$ cat config.mk
export PLATFORM = sky130hd
export DESIGN_NAME = jstk_spi_ctrl
export DESIGN_NICKNAME = d
export VERILOG_FILES = /design/src/rtl/jstk_spi_ctrl.sv
export SDC_FILE = /design/constraint.sdc
export NUM_CORES = 1
export LEC_CHECK = 0
export ABC_AREA = 1
export BUFFER_PORTS_ARGS = -buffer_cell sky130_fd_sc_hd__buf_2
export CORE_MARGIN = 4
export CORE_UTILIZATION = 60
export CTS_BUF_LIST = sky130_fd_sc_hd__clkbuf_4
export DETAILED_ROUTE_END_ITERATION = 10
export PLACE_DENSITY_LB_ADDON = 0.12
export SLEW_MARGIN = 20
export SYNTH_ARGS = -nofsm -noshare
export SYNTH_HDL_FRONTEND = slang
export SYNTH_SLANG_ARGS = --single-unit
export TNS_END_PERCENT = 20
$ cat constraint.sdc
create_clock -name CLK -period 2.2 [get_ports CLK]
set_input_delay 0.33 -clock CLK [delete_from_list [all_inputs] [get_ports CLK]]
set_output_delay 0.33 -clock CLK [all_outputs]
set_load 0.01 [all_outputs]
$ cat src/rtl/jstk_spi_ctrl.sv
// jstk_spi_ctrl: SPI mode-0 master that runs one 5-byte PmodJSTK2 exchange per SNDREC rising edge.
// Optional macro JSTK_SNDREC_SYNC_EN adds a 2-flop synchronizer on SNDREC (+2 cycles latency).
`default_nettype none
`timescale 1ns/1ps

module jstk_spi_ctrl #(
  parameter int SCLK_HALF = 6,
  parameter int SS_SETUP  = 180,
  parameter int BYTE_GAP  = 180
) (
  input  logic        CLK,
  input  logic        RST,
  input  logic        SNDREC,
  input  logic [7:0]  DIN,
  input  logic        MISO,
  output logic        SS,
  output logic        SCLK,
  output logic        MOSI,
  output logic        BUSY,
  output logic [39:0] DOUT,
  output logic        DVALID
);

  localparam int MAX_A   = (SS_SETUP > BYTE_GAP) ? SS_SETUP : BYTE_GAP;
  localparam int MAX_CNT = (MAX_A > SCLK_HALF) ? MAX_A : SCLK_HALF;
  localparam int CW      = $clog2(MAX_CNT + 1);

  localparam logic [CW-1:0] SETUP_LAST = CW'(SS_SETUP - 1);
  localparam logic [CW-1:0] HALF_LAST  = CW'(SCLK_HALF - 1);
  localparam logic [CW-1:0] GAP_LAST   = CW'(BYTE_GAP - 1);

  localparam logic [2:0] S_IDLE  = 3'd0;
  localparam logic [2:0] S_SETUP = 3'd1;
  localparam logic [2:0] S_XFER  = 3'd2;
  localparam logic [2:0] S_GAP   = 3'd3;
  localparam logic [2:0] S_DONE  = 3'd4;

  logic [2:0]    state, next_state;
  logic [CW-1:0] cnt;
  logic          phase;
  logic [2:0]    bit_cnt;
  logic [2:0]    byte_cnt;
  logic [7:0]    cmd;
  logic [39:0]   rx_shift;
  logic [39:0]   dout_r;
  logic          mosi_r;
  logic          sndrec_cur, sndrec_prev;
  logic          sndrec_in;

  logic start, setup_end, half_end, gap_end, bit_end, byte_end, last_byte;

`ifdef JSTK_SNDREC_SYNC_EN
  logic sync_ff1, sync_ff2;

  always_ff @(posedge CLK or negedge RST) begin
    if (!RST) begin
      sync_ff1 <= 1'b0;
      sync_ff2 <= 1'b0;
    end else begin
      sync_ff1 <= SNDREC;
      sync_ff2 <= sync_ff1;
    end
  end

  assign sndrec_in = sync_ff2;
`else
  assign sndrec_in = SNDREC;
`endif

  always_ff @(posedge CLK or negedge RST) begin
    if (!RST) begin
      sndrec_cur  <= 1'b0;
      sndrec_prev <= 1'b0;
    end else begin
      sndrec_cur  <= sndrec_in;
      sndrec_prev <= sndrec_cur;
    end
  end

  assign start     = sndrec_cur & ~sndrec_prev & (state == S_IDLE);
  assign setup_end = (cnt == SETUP_LAST);
  assign half_end  = (cnt == HALF_LAST);
  assign gap_end   = (cnt == GAP_LAST);
  assign bit_end   = phase & half_end;
  assign byte_end  = bit_end & (bit_cnt == 3'd7);
  assign last_byte = (byte_cnt == 3'd4);

  always_ff @(posedge CLK or negedge RST) begin
    if (!RST) state <= S_IDLE;
    else      state <= next_state;
  end

  always_comb begin
    next_state = state;
    case (state)
      S_IDLE:  if (start)     next_state = S_SETUP;
      S_SETUP: if (setup_end) next_state = S_XFER;
      S_XFER:  if (byte_end)  next_state = last_byte ? S_DONE : S_GAP;
      S_GAP:   if (gap_end)   next_state = S_XFER;
      S_DONE:                 next_state = S_IDLE;
      default:                next_state = S_IDLE;
    endcase
  end

  always_comb begin
    SS     = ~((state == S_SETUP) | (state == S_XFER) | (state == S_GAP));
    SCLK   = (state == S_XFER) & phase;
    BUSY   = (state != S_IDLE);
    DVALID = (state == S_DONE);
    MOSI   = mosi_r;
    DOUT   = dout_r;
  end

  // Phase counter, bit/byte counters, shifters; MOSI changes only at the start of a low phase.
  always_ff @(posedge CLK or negedge RST) begin
    if (!RST) begin
      cnt      <= '0;
      phase    <= 1'b0;
      bit_cnt  <= 3'd0;
      byte_cnt <= 3'd0;
      cmd      <= 8'h00;
      rx_shift <= '0;
      mosi_r   <= 1'b0;
    end else begin
      case (state)
        S_IDLE: begin
          mosi_r <= 1'b0;
          if (start) begin
            cmd      <= DIN;
            cnt      <= '0;
            phase    <= 1'b0;
            bit_cnt  <= 3'd0;
            byte_cnt <= 3'd0;
            rx_shift <= '0;
          end
        end
        S_SETUP: begin
          if (setup_end) begin
            cnt    <= '0;
            phase  <= 1'b0;
            mosi_r <= cmd[7];
          end else begin
            cnt <= cnt + CW'(1);
          end
        end
        S_XFER: begin
          if (half_end) begin
            cnt   <= '0;
            phase <= ~phase;
            if (!phase) begin
              rx_shift <= {rx_shift[38:0], MISO};
            end else if (bit_cnt == 3'd7) begin
              bit_cnt  <= 3'd0;
              byte_cnt <= byte_cnt + 3'd1;
              mosi_r   <= 1'b0;
            end else begin
              bit_cnt <= bit_cnt + 3'd1;
              mosi_r  <= (byte_cnt == 3'd0) ? cmd[3'd6 - bit_cnt] : 1'b0;
            end
          end else begin
            cnt <= cnt + CW'(1);
          end
        end
        S_GAP: begin
          if (gap_end) begin
            cnt   <= '0;
            phase <= 1'b0;
          end else begin
            cnt <= cnt + CW'(1);
          end
          mosi_r <= 1'b0;
        end
        default: mosi_r <= 1'b0;
      endcase
    end
  end

  always_ff @(posedge CLK or negedge RST) begin
    if (!RST)
      dout_r <= '0;
    else if ((state == S_XFER) && (next_state == S_DONE))
      dout_r <= rx_shift;
  end

endmodule

`default_nettype wire

Word-level counts from Yosys, hierarchy flattened
Index checks and enable logic that the tools add are counted.

word-level totals
  register bits = 109
  output and inout bits = 45
  bits of input ports = 12

cells by class
  muxes and demuxes = 34
  reductions and logical operators = 14
  add/subtract/negate cells = 4
  bitwise operators = 10
  equal/unequal tests = 16
  $lt $le $gt $ge = 1

operators by type and width
  kind                   number
  $mux W40               3
  $pmux W40 S2           1
  $mux W3                11
  $mux W8                3
  $pmux W8 S3            1
  $eq A3 B3 Y1 const B   4
  $ne A2 B2 Y1 const B   6
  $pmux W3 S2            2
  $reduce_and A4 Y1      3
  $mux W1                9
  $pmux W3 S3            1
  $add A8 B1 Y8 const B  1
  $eq A8 B3 Y1 const B   1
  $eq A8 B8 Y1 const B   1
  $add A3 B1 Y3 const B  2
  $eq A3 B2 Y1 const B   2
  $logic_not A3 Y1       2
  $reduce_bool A3 Y1     2
  $and A1 B1 Y1          5
  $reduce_and A5 Y1      1
  $lt A3 B4 Y1 const B   1
  $reduce_and A2 Y1      2
  $bmux W1 S3            1
  $eq A3 B1 Y1 const B   1
  10 further kinds       13

Depth between registers and ports, before layout
Gate-level depths: netlist of run 1.

  word-level depth = 8
  gate-level depth with buffers = 9
  gate-level depth less buffers = 9

Worst setup path before layout of run 1
No wires, ideal clock.

  path type = flip-flop to flip-flop
  start = reg bit_cnt[0]
  end = reg dout_r[10], in the netlist DOUT[10]
  period minus slack after synthesis = 1.579 ns
  path buffers = 1
  arrival time = 1.460 ns
  data required time = 2.082 ns
  stages on the path, launching flop included = 9
  path slack = 0.621 ns
  cell sequence = dfrtp_1 -> ha_1 -> ha_1 -> nand2_1 -> nor2_4 -> nand3_4 -> buf_6 -> nand2_1 -> o21ai_2

between the ends
  word-level cells in the longest chain between the ends = 6

RTL lines
  item                    line  RTL
  from (decl)             41    logic [2:0] bit_cnt;
  from (signal assigned)  157   bit_cnt <= bit_cnt + 3'd1;
  $eq A3 B3 Y1            85    assign byte_end = bit_end & (bit_cnt == 3'd7);
  $and A1 B1 Y1           85
  $mux W3                 98    S_XFER: if (byte_end) next_state = last_byte ? S_DONE : S_GAP;
  $pmux W3 S3             95    case (state)
  $eq A3 B3 Y1            181   else if ((state == S_XFER) && (next_state == S_DONE))
  $logic_and A1 B1 Y1     181
  to (signal assigned)    182   dout_r <= rx_shift;
  to (decl)               45    logic [39:0] dout_r;

No other way between the ends.
A chain may end at the register's enable or synchronous reset.

Final worst setup path of run 1
  start = reg bit_cnt[0]
  end = reg dout_r[21], in the netlist DOUT[21]

The elaborated chain is that of the path after synthesis.

==> results.py, run 1 <==
metrics = {
    "status": {
        "status": "complete, no violations",
    },
    "route": {
        "ant_nets": 0,
        "drt_iter0_markers": 151,
        "drt-vias-per-instance": 5.20,
        "wl_per_cell_um": 13.2,
        "wl_um": 8350,
        "via_count": 3294,
        "post-route-drc-count": 0,
        "drt-pass1-iter-count": 4,
    },
    "synth": {
        "synthesis.area_sq_mm": 0.00463,
        "syn_nets": 490,
        "synth_edf_count": 0,
        "ys.flop_type": "dfrtp_1",
        "synthCells": 471,
        "yosys_warnings": 0,
        "synth.distinct_cells": 29,
        "seq_area_frac_synth": 0.590,
        "synth_seq_cells": 109,
        "avgSynthCellArea_sq_um": 9.82,
        "async_reset_ff_frac": 1.00,
    },
    "clocking": {
        "clockRootBuffer": "clkbuf_4",
        "cts_max_level": 3,
        "cts_tree": "done",
        "cts.clk_slew.worst_paths_ns": 0.16,
        "cts_buffers": 9,
        "clock_sinks": 109,
        "cts.path.max_buffers": 2,
        "postCtsResizedCells": 0,
        "clock_latency_ns": 0.45,
    },
    "worst_setup_path": {
        "crit_arrival_ns": 2.37,
        "r2r-start": "bit_cnt[0]",
        "start_kind": "flop",
        "worstSetupPathType": "reg2reg",
        "crit_path_end_kind": "flop",
        "crit_start": "bit_cnt[0]",
        "required_ns": 2.55,
        "crit_fanout": 32,
    },
    "final_layout": {
        "num_antenna_cells": 0,
        "finalNetCount": 549,
        "layout_common_cells": "nand2_1, dfrtp_1, inv_1",
        "drive_gt1_frac": 0.213,
        "final_common_cell": "nand2_1",
        "syn2layout_area_growth_pct": 10.3,
    },
    "global_routing": {
        "overflow": 0,
        "grt_max_degree": 46,
        "antenna_found_initial": 0,
        "grt_pass1_wl_um": 14100,
        "grt_use_total": 0.197,
        "grt_pass1_vias": 3123,
    },
    "timing": {
        "tightest_slew_ns": 0.597,
        "fin_skew_ns": 0.0142,
        "rsz0062_at_grt": "false",
        "finalCriticalPeriod_ns": 2.02,
        "setup_viol": 0,
        "slew_viol_final": 0,
        "setup_tns_ns": 0,
        "slew_headroom": 0.602,
        "fmax_ghz": 0.495,
        "setup_ws_ns": 0.181,
        "hold_viol_final": 0,
        "timing.final.crit_share": 0.918,
    },
    "die": {
        "core-area_sq_mm": 0.00737,
        "io_pins": 57,
        "row_count": 31,
        "die_h_um": 95.8,
        "initial_utilization": 0.628,
        "dieArea_sq_mm": 0.00918,
        "die_w_um": 95.8,
    },
    "pwr": {
        "p_total_mw": 3.54,
        "p_comb_frac": 0.120,
        "p_per_area_mw_per_mm2": 693,
        "leakage_nw": 2.57,
        "power_switching_mw": 1.02,
        "clkPwrFrac": 0.261,
        "peakVddDrop_v": 0.000378,
        "pwr-share-seq": 0.619,
        "p_int_mw": 2.51,
        "p_sw_frac": 0.289,
    },
    "run": {
        "cap_violations": 0,
    },
    "place": {
        "gp_congestion": 0.835,
        "port_buffers": 56,
        "dp_hpwl_um": 5800,
        "pre_cts_slack_ns": 0.219,
    },
    "worst_hold_path": {
        "min_path_type": "in2reg",
        "hold_path_startpoint": "DIN[0]",
    },
}
==> worst paths after layout <==
check                      slack (ns)  cells after the start     endpoint
hold reg to reg                  0.40                      0  sndrec_prev
max in group asynchronous        1.16                      3     DOUT[20]
setup reg to reg                 0.18                      8     DOUT[21]
hold / removal                   0.07                      3       cmd[0]
min in group asynchronous        0.41                      2  sndrec_prev
setup / recovery                 0.18                      8     DOUT[21]
==> registers in the layout, indices dropped and copies added, names as in the netlist <==
signal,count
DOUT,40
MOSI,1
bit_cnt,3
byte_cnt,3
cmd,8
cnt,8
phase,1
rx_shift,40
sndrec_cur,1
sndrec_prev,1
state,3
==> layout make-up <==
class	count	area, sq um
clock buffers	9	67.6
clock inverters	7	57.6
fillers	567	2270
inverters	66	248
multi-input cells	278	1480
flip-flops and latches	109	2730
well taps	99	124
repair buffers	66	400
==> worst max-delay path: stages (launching register included) <==
cell	delay [ns]
dfrtp_1	0.52
ha_1	0.20
ha_1	0.20
nand2_1	0.12
nor2_4	0.17
nand3_4	0.28
buf_12	0.28
nand2_1	0.09
o21ai_2	0.05
==> per-layer routing <==
layer  part of all wire  vias up  global-route usage  wire length [um]
met5                  0        -                   0                 0
met4              0.011        0              0.0723                94
met3              0.038        8              0.0360               321
met2               0.47       66               0.306              3960
met1               0.48     1581               0.280              3970
li1                   -     1639                   -                 -
==> cells by family after synthesis <==
kind of cell | after synthesis | share of synthesized area
simple gates | 170 | 0.164
flops | 109 | 0.590
compound gates | 96 | 0.127
buf+inv | 84 | 0.0912
fa+ha+maj | 7 | 0.0189
xor+xnor | 5 | 0.00947
==> what timing repair did <==
action,CTS,global route
hold buffers,2,0
hold endpoints to repair,43,0
buffers inserted,0,0
==> cell usage after synthesis (3+ instances only) <==
library cell	n	share of area
a21oi_1	3	0.0032
nor2_1	19	0.015
o21ai_2	14	0.027
o22ai_1	40	0.054
buf_6	13	0.032
inv_1	58	0.047
nor2_2	3	0.0041
nor3_1	3	0.0032
o21ai_0	8	0.0087
nand3_1	17	0.018
xor2_1	3	0.0057
dfrtp_1	109	0.59
inv_2	8	0.0065
nand3_2	4	0.0087
o21ai_1	29	0.031
nand2_1	117	0.095
ha_1	7	0.019
==> stage by stage <==
step	instance area [sq um]	cells	hold slack, ns	utilization
after floorplan	4630	471	0.0344	-
after global placement	4960	616	0.360	0.672
after detailed placement	4960	616	0.370	0.672
after CTS	5100	634	0.0507	0.692
after global routing	5100	634	0.0472	0.692
final	5100	634	0.0687	0.692
==> power groups by stage <==
stage               registers [mW]  clock network, mW  logic (mW)
floorplan                     2.21                  0       0.303
global placement              2.23                  0       0.408
detailed placement            2.23                  0       0.427
CTS                           2.19              0.944       0.430
global route                  2.20               1.02       0.494
finish                        2.19              0.922       0.424
Note: power is estimated with default switching activity, not from simulation.
==> run 2: changes to the inputs <==
--- a/config.mk
+++ b/config.mk
@@ -8,5 +8,4 @@
 export ABC_AREA = 1
 export BUFFER_PORTS_ARGS = -buffer_cell sky130_fd_sc_hd__buf_2
-export CORE_MARGIN = 4
 export CORE_UTILIZATION = 60
 export CTS_BUF_LIST = sky130_fd_sc_hd__clkbuf_4
==> constraint.sdc (replaced) <==
create_clock -name CLK -period 2.2 [get_ports CLK]
set_input_delay 0.33 -clock CLK [delete_from_list [all_inputs] [get_ports CLK]]
set_output_delay 0.33 -clock CLK [all_outputs]
set_load 0.1 [all_outputs]
==> run 2 against run 1 <==
Against the previous run:
- sequential share of layout area up 0.17 points
- via count down 1.5%
- cell count down 0.16%
- combinational power up 19%
- count of clock-buffer cells in the layout up 1
- register-to-register slack about the same
- die area down 12%
- power up 1.2%
==> results.py, run 2 (synthesis gave the netlist of run 1 again) <==
metrics = {
    "pwr": {
        "leakage_nw": 2.55,
        "p_int_mw": 2.51,
        "p_per_area_mw_per_mm2": 704,
        "clkPwrFrac": 0.245,
        "p_sw_frac": 0.299,
        "p_total_mw": 3.58,
        "peakVddDrop_v": 0.000475,
        "power_switching_mw": 1.07,
        "pwr-share-seq": 0.613,
        "p_comb_frac": 0.141,
    },
    "worst_setup_path": {
        "r2r_end": "DOUT[17]",
        "start_kind": "flop",
        "crit_fanout": 6,
        "worstSetupPathType": "reg2out",
        "crit_arrival_ns": 1.75,
        "ff2ff_setup_slack_ns": 0.17,
        "r2r-start": "bit_cnt[0]",
        "crit_path_end_kind": "output pin",
        "ff2ff_path_depth": 8,
        "required_ns": 1.87,
    },
    "route": {
        "drt-pass1-iter-count": 5,
        "wl_per_cell_um": 13.3,
        "wl_um": 8420,
        "via_count": 3245,
        "drt_iter0_markers": 202,
        "ant_nets": 0,
        "drt-vias-per-instance": 5.13,
        "post-route-drc-count": 0,
    },
    "place": {
        "dp_hpwl_um": 5740,
        "port_buffers": 56,
        "gp_congestion": 0.859,
    },
    "clocking": {
        "clock_latency_ns": 0.45,
        "cts_tree": "done",
        "clock_sinks": 109,
        "cts_buffers": 9,
        "post-cts-setup-buffers": 0,
        "cts.path.max_buffers": 2,
        "cts_max_level": 3,
        "cts.clk_slew.worst_paths_ns": 0.16,
        "clockRootBuffer": "clkbuf_4",
    },
    "timing": {
        "rsz0062_at_grt": "false",
        "timing.final.crit_share": 0.945,
        "slew_viol_final": 0,
        "setup_viol": 0,
        "setup_tns_ns": 0,
        "tightest_slew_ns": 0.493,
        "hold_viol_final": 0,
        "fin_skew_ns": 0.0176,
        "finalCriticalPeriod_ns": 2.08,
        "fmax_ghz": 0.481,
        "slew_headroom": 0.674,
    },
    "die": {
        "dieArea_sq_mm": 0.00806,
        "io_pins": 57,
        "core-area_sq_mm": 0.00737,
        "die_w_um": 89.8,
        "die_h_um": 89.8,
        "initial_utilization": 0.628,
        "row_count": 31,
    },
    "final_layout": {
        "final_common_cell": "nand2_1",
        "num_antenna_cells": 0,
        "syn2layout_area_growth_pct": 9.93,
        "layout_common_cells": "nand2_1, dfrtp_1, inv_1",
        "drive_gt1_frac": 0.213,
        "finalNetCount": 548,
    },
    "global_routing": {
        "grt_max_degree": 42,
        "overflow": 0,
        "antenna_found_initial": 0,
        "grt_pass1_vias": 3158,
        "grt_use_total": 0.227,
        "grt_pass1_wl_um": 14700,
    },
    "worst_hold_path": {
        "min_path_type": "in2reg",
        "min_to": "cmd[5]",
        "hold_path_startpoint": "DIN[5]",
        "worstHoldPathCells": 3,
    },
    "run": {
        "cap_violations": 0,
    },
    "status": {
        "status": "complete, no violations",
    },
}
-- run 2: how the worst max path moves through the flow --
stage / startpoint / endpoint / slack, ns
floorplan: state[1] / DVALID / 0.07
global placement: bit_cnt[0] / DOUT[20] / 0.30
detailed placement: bit_cnt[0] / DOUT[0] / 0.19
CTS: state[2] / SCLK / 0.08
global route: bit_cnt[0] / DOUT[17] / 0.01
finish: state[2] / SCLK / 0.12
-- run 2: layout make-up --
cell class                      instances  area [sq um]
Sequential cell                       109          2730
Clock inverter                          6          38.8
Clock buffer                           10          75.1
Timing Repair Buffer                   65           393
Tap cell                               99           124
Multi-Input combinational cell        278          1480
Inverter                               66           248
Fill cell                             593          2280
-- run 2: worst max-delay path, stage by stage, from the launching register on --
cell and delay [ns]:
dfrtp_1 0.41, inv_2 0.11, nand3_2 0.17, nor2_2 0.18
buf_2 0.45
-- run 2: through the flow --
| stage | worst slack (ns) | hold WS [ns] | util | instance area, sq um | instances |
|---|---|---|---|---|---|
| after global routing | 0.0104 | 0.0616 | 0.690 | 5080 | 633 |
| final | 0.120 | 0.0754 | 0.690 | 5080 | 633 |
| after floorplan | 0.0702 | 0.0344 | - | 4630 | 471 |
| after CTS | 0.0766 | 0.0540 | 0.690 | 5080 | 633 |
| after global placement | 0.301 | 0.321 | 0.672 | 4950 | 615 |
| after detailed placement | 0.185 | 0.327 | 0.672 | 4950 | 615 |
-- run 2: power by group through the flow --
stage                     Combinational, mW  Clock [mW]  Sequential, mW
after floorplan                       0.331           0            2.26
after global placement                0.488           0            2.23
after detailed placement              0.511           0            2.23
after CTS                             0.513       0.894            2.19
after global routing                  0.568       0.967            2.21
final                                 0.506       0.877            2.19
-- run 2: metal layers --
layer,track usage,vias to the layer above,part of all wire
li1,-,1637,-
met2,0.369,69,0.48
met1,0.313,1535,0.48
met5,0,-,0
met4,0.0478,0,0.0053
met3,0.0550,4,0.037
-- run 2: timing repair --
action,in CTS,in global routing
hold buffers,2,0
hold endpoints to repair,34,0
gates resized for setup,0,0
